File: src/rtl/motoro3_pkg.sv
// motoro3_pkg: shared state codes and default sequencing constants for the motoro3 line datapath.
package motoro3_pkg;
  localparam int          STEP_NUM_DEF  = 12;
  localparam logic [24:0] SPEED_MIN_DEF = 25'd64;
  localparam logic [23:0] ALIGN_CYC_DEF = 24'd1000000;
  typedef enum logic [1:0] {
    IDLE     = 2'd0,
    ALIGN    = 2'd1,
    RUN      = 2'd2,
    STOPPING = 2'd3
  } state_t;
endpackage

File: src/rtl/motoro3_step_index_wrap.sv
// motoro3_step_index_wrap: next commutation step (+/-1 mod STEP_NUM) and revolution wrap flag.
module motoro3_step_index_wrap import motoro3_pkg::*; #(
  parameter int STEP_NUM = STEP_NUM_DEF
) (
  input  logic [3:0] cur,
  input  logic       dir,
  output logic [3:0] nxt,
  output logic       wrap
);
  always_comb begin
    wrap = dir ? (cur == 4'd0) : (cur == 4'(STEP_NUM - 1));
    nxt  = dir ? (wrap ? 4'(STEP_NUM - 1) : cur - 4'd1) : (wrap ? 4'd0 : cur + 4'd1);
  end
endmodule

File: src/rtl/motoro3_line_step_sequencer.sv
// motoro3_line_step_sequencer: run/stop FSM producing shadowed lcStep / m3LpwmStep schedule.
module motoro3_line_step_sequencer import motoro3_pkg::*; #(
  parameter int          STEP_NUM  = STEP_NUM_DEF,
  parameter logic [24:0] SPEED_MIN = SPEED_MIN_DEF,
  parameter logic [23:0] ALIGN_CYC = ALIGN_CYC_DEF
) (
  input  logic        clk,
  input  logic        rst,
  input  logic        m3r_start,
  input  logic        m3r_stop,
  input  logic        m3r_dir,
  input  logic [24:0] m3r_stepCNT_speedSET,
  input  logic [1:0]  m3r_stepSplitMax,
  output logic [3:0]  lcStep,
  output logic [1:0]  m3LpwmStep,
  output logic        seqPwmEn,
  output logic        seqBusy,
  output logic        seqStepTick,
  output logic        seqSubTick,
  output logic [15:0] seqRevCnt
);
  state_t      state, state_n;
  logic [24:0] sub_cnt, spd_sh, spd_eff;
  logic [23:0] align_cnt;
  logic [1:0]  split_sh;
  logic        dir_sh, active, sub_end, step_end, align_end, wrap;
  logic [3:0]  step_nxt;
  motoro3_step_index_wrap #(.STEP_NUM(STEP_NUM)) u_wrap (
    .cur (lcStep),
    .dir (dir_sh),
    .nxt (step_nxt),
    .wrap(wrap)
  );
  assign spd_eff   = (spd_sh < SPEED_MIN) ? SPEED_MIN : spd_sh;
  assign active    = (state == RUN) || (state == STOPPING);
  assign sub_end   = active && (sub_cnt == spd_eff - 25'd1);
  assign step_end  = sub_end && (m3LpwmStep >= split_sh);
  assign align_end = (state == ALIGN) && (align_cnt == ALIGN_CYC - 24'd1);
  assign seqBusy   = state != IDLE;
  assign seqPwmEn  = seqBusy;
  always_comb begin
    state_n = state;
    state_n = (state == IDLE)  ? ((m3r_start && !m3r_stop) ? ALIGN : IDLE) :
              (state == ALIGN) ? (m3r_stop ? IDLE : (align_end ? RUN : ALIGN)) :
              (state == RUN)   ? (m3r_stop ? STOPPING : RUN) :
                                 (step_end ? IDLE : STOPPING);
  end
  always_ff @(posedge clk) begin
    if (rst) begin
      state       <= IDLE;
      sub_cnt     <= '0;
      align_cnt   <= '0;
      spd_sh      <= '0;
      split_sh    <= '0;
      dir_sh      <= 1'b0;
      lcStep      <= '0;
      m3LpwmStep  <= '0;
      seqStepTick <= 1'b0;
      seqSubTick  <= 1'b0;
      seqRevCnt   <= '0;
    end else begin
      state       <= state_n;
      seqSubTick  <= sub_end;
      seqStepTick <= step_end;
      align_cnt   <= (state == ALIGN) ? align_cnt + 24'd1 : 24'd0;
      sub_cnt     <= (active && !sub_end) ? sub_cnt + 25'd1 : 25'd0;
      if (state == IDLE) begin
        lcStep     <= '0;
        m3LpwmStep <= '0;
      end
      if (state == IDLE && state_n == ALIGN)
        seqRevCnt <= '0;
      else if (step_end && wrap)
        seqRevCnt <= seqRevCnt + 16'd1;
      // split is only reloaded here, where m3LpwmStep returns to 0, so it can never exceed split_sh
      if (align_end || step_end) begin
        spd_sh   <= m3r_stepCNT_speedSET;
        split_sh <= m3r_stepSplitMax;
        dir_sh   <= m3r_dir;
      end
      if (step_end) begin
        lcStep     <= step_nxt;
        m3LpwmStep <= '0;
      end else if (sub_end) begin
        m3LpwmStep <= m3LpwmStep + 2'd1;
      end
    end
  end
endmodule
File: config.mk
export PLATFORM = sky130hd
export DESIGN_NAME = motoro3_line_step_sequencer
export DESIGN_NICKNAME = d
export VERILOG_FILES = /design/src/rtl/motoro3_pkg.sv /design/src/rtl/motoro3_step_index_wrap.sv /design/src/rtl/motoro3_line_step_sequencer.sv
export SDC_FILE = /design/constraint.sdc
export NUM_CORES = 1
export LEC_CHECK = 0
export ABC_CLOCK_PERIOD_IN_PS = 11500
export CAP_MARGIN = 20
export CORE_MARGIN = 2
export CORE_UTILIZATION = 40
export CTS_CLUSTER_SIZE = 20
export DETAILED_ROUTE_END_ITERATION = 10
export PLACE_DENSITY = 0.64
export SLEW_MARGIN = 15
export SYNTH_ARGS = -nofsm -noshare
export SYNTH_HDL_FRONTEND = slang
export SYNTH_SLANG_ARGS = --single-unit
export TNS_END_PERCENT = 10
File: constraint.sdc
create_clock -name clk -period 11.5 [get_ports clk]
set_clock_uncertainty 0.15 [all_clocks]
set_input_delay 3.45 -clock clk [delete_from_list [all_inputs] [get_ports clk]]
set_output_delay 3.45 -clock clk [all_outputs]
set_load 0.01 [all_outputs]
# Yosys cells after proc, flatten, opt, wreduce, memory -nomap -nowiden
# Cells that the tools add are included.
# totals
reg_bits	103
in_bits	32
wordCells	66
# op_classes
add_sub_neg	7
order_cmp	2
eq_ne	7
n_mux	17
bitwise_logic	2
n_reduce_logical	20
# op_table
cell	n
$add A25 B1 Y25 const B	1
$eq A25 B25 Y1	1
$lt A25 B7 Y1 const B	1
$mux W25	1
$sub A25 B1 Y25 const B	1
$add A24 B1 Y24 const B	1
$eq A24 B20 Y1 const B	1
$mux W4	5
$add A16 B1 Y16 const B	1
$mux W2	8
$reduce_or A2 Y1	4
$logic_and A1 B1 Y1	7
$reduce_bool A2 Y1	3
$add A4 B1 Y4 const B	1
$eq A2 B1 Y1 const B	2
$eq A2 B2 Y1 const B	2
$eq A4 B4 Y1 const B	1
$logic_not A4 Y1	1
$sub A4 B1 Y4 const B	1
$mux W1	3
$add A2 B1 Y2 const B	1
$ge A2 B2 Y1	1
$logic_not A1 Y1	2
$logic_not A2 Y1	1
other kinds (2)	4

# Longest topological paths before layout
# Gate-level depths: netlist (run 1).
# logic_depth
word_depth	13
ltp_mapped	18
depth_no_buf	14

# By module
# Synthesis (run 1) repeated with hierarchy kept, for this count alone.
# hier_totals
hier_cells	793
hier_area_um2	6174.7
# by_module_without_submodules
mod	instances	cells_each	area_per_inst_um2	seq_area_each_um2
motoro3_line_step_sequencer	1	757	5936.9	2062.0
motoro3_step_index_wrap	1	36	237.7	0.0

# Worst setup path after synthesis (run 1)
# No wires, ideal clock.
# synth_path
path_kind	input to register
from	input port m3r_start
to	register seqRevCnt[11]
setup_time_ns	0.072
arrival_time_ns	4.612
slack_ns	6.666
stages	5
n_path_buf	2
cell_sequence	a31oi_1 > clkbuf_1 > buf_2 > nand2_1 > mux2i_1
# synth_via
elab_chain_cells	6
# synth_rtl
element	line_no	text
start: declaration	motoro3_line_step_sequencer.sv:9	input logic m3r_start,
$logic_and A1 B1 Y1	motoro3_line_step_sequencer.sv:43	state_n = (state == IDLE) ? ((m3r_start && !m3r_stop) ? ALIGN : IDLE) :
$mux W1	motoro3_line_step_sequencer.sv:43	
$mux W2	motoro3_line_step_sequencer.sv:43	
$eq A2 B1 Y1	motoro3_line_step_sequencer.sv:71	if (state == IDLE && state_n == ALIGN)
$logic_and A1 B1 Y1	motoro3_line_step_sequencer.sv:71	
$reduce_or A2 Y1 (no source line)	-	
end signal: assignment	motoro3_line_step_sequencer.sv:74	seqRevCnt <= seqRevCnt + 16'd1;
end: declaration	motoro3_line_step_sequencer.sv:20	output logic [15:0] seqRevCnt
# No other way between the ends.
# A chain may end at the register's enable or synchronous reset.

# Worst setup path after layout (run 1)
# layout_path
from	register state[1]
to	output port seqPwmEn
# layout_via
elab_chain_cells	1
# layout_rtl
element	line_no	text
start: declaration	motoro3_line_step_sequencer.sv:22	state_t state, state_n;
start signal: assignment	motoro3_line_step_sequencer.sv:62	state <= state_n;
$reduce_bool A2 Y1	motoro3_line_step_sequencer.sv:39	assign seqBusy = state != IDLE;
end: declaration	motoro3_line_step_sequencer.sv:16	output logic seqPwmEn,
# No other way between the ends.

==> results.toml, run 1 <==
[drt]
wl_per_cell_um = 15.11
drcViolationCount = 0
dr.pass1.iters = 5
drt_wl_total_um = 14070
ant_nets = 0
via_per_inst = 5.586
vias = 5201
drtIter0Drc = 348

[finish]
layout-drive-gt1-share = 0.05489
multi_input_area_um2 = 3635
fillers = 1406
num_antenna_cells = 0
final_cell_mix = "dfxtp_1, nor2_1, clkdlybuf4s50_1"
final_common_cell = "dfxtp_1"
seqCellArea_um2 = 2062
area_growth_pct = 15.87
design_area_um2 = 6879
final_nets = 782

[power_and_ir_drop]
p_switching_mw = 0.1435
pwr-share-clk = 0.430
power_mw = 0.6646
combPwrFrac = 0.032
peakVddDrop_uv = 71.16
power.leakage_nw = 2.472
swShare = 0.2159
pwr-share-seq = 0.537
power_density_nw_per_um2 = 96.62
p_int_mw = 0.5211

[floorplan]
die-width_um = 125.8
core_area_um2 = 14530
ios = 58
fp.dieArea_um2 = 15830
start_util = 0.4085
die_h_um = 125.8
core.rowCount = 44

[global_routing]
grt_max_degree = 43
grt_pass1_wl_um = 23030
grt_overflow = 0
grtUsageTotal = 0.1765
grt_pass1_vias = 4690
grt_antenna_before_repair = 0

[timing]
slew_violations = 0
rsz0062_at_grt = "false"
fmax_mhz = 179.9
setup_viol = 0
relSlewSlack = 0.3499
final-hold-violation-count = 0
finalSetupTns_ns = 0
fin_crit_sh = 0.4833
finalCriticalPeriod_ns = 5.557
worst_pin_slew_ns = 0.9751

[clock_tree]
post_cts_buffers = 0
cts_resized = 0
clk_path_buf_depth = 2
cts.sinks = 103
clkLatencyLatePin_ns = 0.35
cts_hold_buf = 0
clk_pin_slew_worst_paths_ns = 0.07
cts_buffers = 9
cts-htree-levels = 3
cts_tree = "yes"
cts_root_buf = "clkbuf_16"

[critical_path]
cp-end-kind = "primary output"
start_kind = "flip-flop"
crit_type = "flip-flop to primary output"
cp.required_ns = 7.90
crit_fanout = 8
ff2ff_setup_slack_ns = 6.12
r2r_start = "spd_sh[8]$_SDFFE_PP0P_"
r2r-end = "seqRevCnt[10]$_SDFFE_PP0P_"
crit_arrival_ns = 1.96
r2r.worst_path.cells = 14

[synthesis]
synth-edff-count = 0
synth_area_um2 = 5937
yosys_register_bits = 103
synth_cell_type_count = 66
synth_area_per_cell_um2 = 8.338
async_reset_ff_frac = 0
syn_nets = 752
seq_area_frac_synth = 0.3473
synth_cells = 712
yosysWarnings = 0
ys.flop_type = "dfxtp_1"

[place]
dpl.hpwl_um = 10350
numPortBuffers = 57
placement.cell_area_um2 = 6594
routabilityCongestion = 0.8471

[min_path]
min_to = "align_cnt[0]$_SDFF_PP0_"
hold_path_depth = 1
hp-start = "align_cnt[0]$_SDFF_PP0_"
hold_class = "flip-flop to flip-flop"

[job]
cap_violations = 0

[status]
outcome = "completed"
## power by group through the flow
stage / Clock, mW / Sequential (mW) / Combinational (mW)
detailed placement: 0 / 0.365 / 0.0214
global route: 0.311 / 0.357 / 0.0233
global placement: 0 / 0.365 / 0.0210
floorplan: 0 / 0.365 / 0.00748
CTS: 0.297 / 0.357 / 0.0215
finish: 0.286 / 0.357 / 0.0215
## routing by layer
metal,global-route usage,share of wire
met1,0.2430,0.49
met2,0.2814,0.45
met3,0.02549,0.040
met4,0.06658,0.019
met5,0,0
## metrics by stage
stage,cells,hold WS (ns),worst slack [ns],utilization
3_3_place_gp,915,0.2950,5.897,0.4537
5_1_grt,931,0.3531,5.836,0.4733
2_1_floorplan,712,0.2760,6.666,-
3_5_place_dp,915,0.3097,5.750,0.4537
4_1_cts,931,0.3260,6.020,0.4727
6_report,931,0.3183,5.943,0.4733
## flip-flops by register name, indices dropped and copies added, names as in the netlist, 2 cells and up
| signal | cells |
|---|---|
| sub_cnt | 25 |
| split_sh | 2 |
| state | 2 |
| m3LpwmStep | 2 |
| lcStep | 4 |
| spd_sh | 25 |
| align_cnt | 24 |
| seqRevCnt | 16 |
## area by class of cell
type                       instances  area share
inverter                          18    0.009822
multi-input combinational        548      0.5284
tap                              184     0.03347
timing repair buffer              62     0.08840
clock inverter                     5    0.004911
clock buffer                      11     0.03529
sequential                       103      0.2997
## cells by family after synthesis
logic type               share of synthesized area
flip-flops                                  0.3473
XOR/XNOR                                    0.1121
adder cells (fa/ha/maj)                    0.01686
AND/OR/NAND/NOR                             0.3033
AO/OA/AOI/OAI                               0.1007
multiplexers                               0.07439
buffers and inverters                      0.04531
## how the worst max path moves through the flow
stage | start | end | slack, ns | cells past startpoint
after CTS | state[1]$_SDFF_PP0_ | seqPwmEn | 6.02 | 3
after floorplan | m3r_start | seqRevCnt[11]$_SDFFE_PP0P_ | 6.67 | 5
after detailed placement | rst | seqRevCnt[10]$_SDFFE_PP0P_ | 5.75 | 5
final | state[1]$_SDFF_PP0_ | seqPwmEn | 5.94 | 3
after global placement | rst | seqRevCnt[6]$_SDFFE_PP0P_ | 5.90 | 6
after global routing | state[1]$_SDFF_PP0_ | seqPwmEn | 5.84 | 3
## cell usage after synthesis, types with 8 or more instances
cell type	n	area, um^2
dfxtp_1	103	2062
nor2_1	81	304.0
nand2_1	55	206.5
mux2i_1	43	430.4
xor2_1	42	367.9
nand3_1	41	205.2
xnor2_1	34	297.8
nor3_1	32	160.2
clkbuf_1	29	108.9
and3_1	25	156.4
inv_1	18	67.56
nand2b_1	18	112.6
a21oi_1	17	85.08
nand4_1	17	106.4
o21ai_0	16	80.08
or3_1	10	62.56
ha_1	8	100.1
## worst max-delay path: stages (launching register included)
cell and delay, ns:
dfxtp_1 0.37, nor2_1 0.44, inv_1 0.25, clkdlybuf4s50_1 0.54
Power figures use the tool's default switching activity.
==> inputs of run 2 (changes only) <==
- ABC_CLOCK_PERIOD_IN_PS: 11500 -> 5000
- PLACE_DENSITY: 0.64 -> 0.67
- clock period: 11.5 -> 5 ns (I/O delays scaled with it)
==> results.toml, run 2 (synthesized netlist as in run 1, its figures left out) <==
[place]
numPortBuffers = 57
placement.cell_area_um2 = 6664
routabilityCongestion = 0.8938
dpl.hpwl_um = 10840

[power_and_ir_drop]
pwr-share-clk = 0.457
p_switching_mw = 0.3376
peakVddDrop_uv = 147.1
p_int_mw = 1.269
swShare = 0.2101
power.leakage_nw = 2.523
power_density_nw_per_um2 = 230.3
power_mw = 1.607
combPwrFrac = 0.032
pwr-share-seq = 0.511

[global_routing]
grt_pass1_vias = 5090
grt_pass1_wl_um = 24620
grt_util_met2 = 0.3072
gr-usage-met3 = 0.02931
grt_overflow = 0
grt_max_degree = 29
grtUsageTotal = 0.1879
grt_antenna_before_repair = 0
grt-busiest-layer = "met2"
use_met1 = 0.2501

[drt]
wl_per_cell_um = 15.72
ant_nets = 0
vias = 5298
drcViolationCount = 0
via_per_inst = 5.654
drt_wl_total_um = 14730
dr.pass1.iters = 5
drtIter0Drc = 418

[floorplan]
die-width_um = 125.8
start_util = 0.4085
core.rowCount = 44
core_area_um2 = 14530
fp.dieArea_um2 = 15830
die_h_um = 125.8
ios = 58

[clock_tree]
cts.sinks = 103
cts_root_buf = "clkbuf_16"
clk_pin_slew_worst_paths_ns = 0.07
cts-htree-levels = 3
clk_path_buf_depth = 2
cts_buffers = 9
cts_tree = "yes"
clkLatencyLatePin_ns = 0.36

[timing]
rsz0062_at_grt = "false"
relSlewSlack = 0.4024
finalCriticalPeriod_ns = 4.662
final-hold-violation-count = 0
fin_crit_sh = 0.9323
fmax_mhz = 214.5
finalSetupTns_ns = 0
slew_violations = 0
setup_viol = 0
worst_pin_slew_ns = 0.8936

[finish]
design_area_um2 = 6977
final_cell_mix = "dfxtp_1, nor2_1, clkdlybuf4s50_1"
final_common_cell = "dfxtp_1"
layout-drive-gt1-share = 0.06242
area_growth_pct = 17.51
num_antenna_cells = 0
utilization = 0.4800
final_nets = 788
top_regs = "spd_sh x25, sub_cnt x25, align_cnt x24"

[status]
outcome = "completed"

[critical_path]
critPathLaunch = "spd_sh[8]$_SDFFE_PP0P_"
ff2ff_setup_slack_ns = 0.34
endpoint = "seqRevCnt[10]$_SDFFE_PP0P_"
r2r.worst_path.cells = 14
r2r_start = "spd_sh[8]$_SDFFE_PP0P_"
start_kind = "flip-flop"
crit_arrival_ns = 4.79
crit_fanout = 10
crit_type = "flip-flop to flip-flop"
cp.required_ns = 5.13
cp-end-kind = "flip-flop"
r2r-end = "seqRevCnt[10]$_SDFFE_PP0P_"

[min_path]
hold_class = "flip-flop to flip-flop"

[job]
cap_violations = 0
## run 2: worst min path at each step
stage,startpoint,end,slack [ns],cells past startpoint
after floorplan,align_cnt[0]$_SDFF_PP0_,align_cnt[0]$_SDFF_PP0_,0.28,1
after CTS,align_cnt[0]$_SDFF_PP0_,align_cnt[0]$_SDFF_PP0_,0.31,1
after global placement,align_cnt[0]$_SDFF_PP0_,align_cnt[0]$_SDFF_PP0_,0.29,1
after global routing,align_cnt[0]$_SDFF_PP0_,align_cnt[0]$_SDFF_PP0_,0.34,1
after detailed placement,align_cnt[0]$_SDFF_PP0_,align_cnt[0]$_SDFF_PP0_,0.30,1
final,align_cnt[0]$_SDFF_PP0_,align_cnt[0]$_SDFF_PP0_,0.31,1
## run 2: worst max-delay path: stages, from the launching register on
cell	delay, ns
dfxtp_1	0.40
or4_1	0.66
nor2_2	0.14
nand2_1	0.12
nand2_1	0.10
ha_1	0.16
or3b_2	0.49
nor2_1	0.10
o21ai_0	0.17
a21o_1	0.26
a2111oi_4	0.34
nand4_1	0.23
or3_1	0.54
or4_1	0.54
a21oi_1	0.18
## run 2: layout make-up
class / instances / area [um^2]
clock inverter: 3 / 50.05
multi-input combinational: 548 / 3628
timing repair buffer: 68 / 678.2
inverter: 18 / 67.56
clock buffer: 13 / 260.3
tap: 184 / 230.2
sequential: 103 / 2062
fill: 1401 / 7557
## run 2: repair_timing
item | CTS | global route
endpoints found under the setup margin | 0 | 13
gates resized for setup | 0 | 1
buffers inserted | 0 | 0
hold buffers | 0 | 0
endpoints found under the hold margin | 0 | 0
## run 2: power by group through the flow
stage                     clock network [mW]  logic, mW  registers (mW)
after CTS                              0.752     0.0513           0.821
after detailed placement                   0     0.0511           0.840
after floorplan                            0     0.0172           0.840
after global routing                   0.781     0.0547           0.821
final                                  0.735     0.0507           0.821
after global placement                     0     0.0504           0.840
## run 2: metal layers
metal / part of all wire / vias to the layer above
met5: 0 / -
met4: 0.018 / 0
met3: 0.041 / 18
met2: 0.46 / 135
met1: 0.48 / 2540
li1: - / 2605
## run 2: through the flow
stage	worst slack [ns]	hold slack, ns	instances
after CTS	0.2838	0.3146	937
after floorplan	0.6535	0.2760	712
after detailed placement	0.3016	0.2984	921
after global placement	0.4487	0.2934	921
after global routing	0.03562	0.3397	937
final	0.3383	0.3080	937
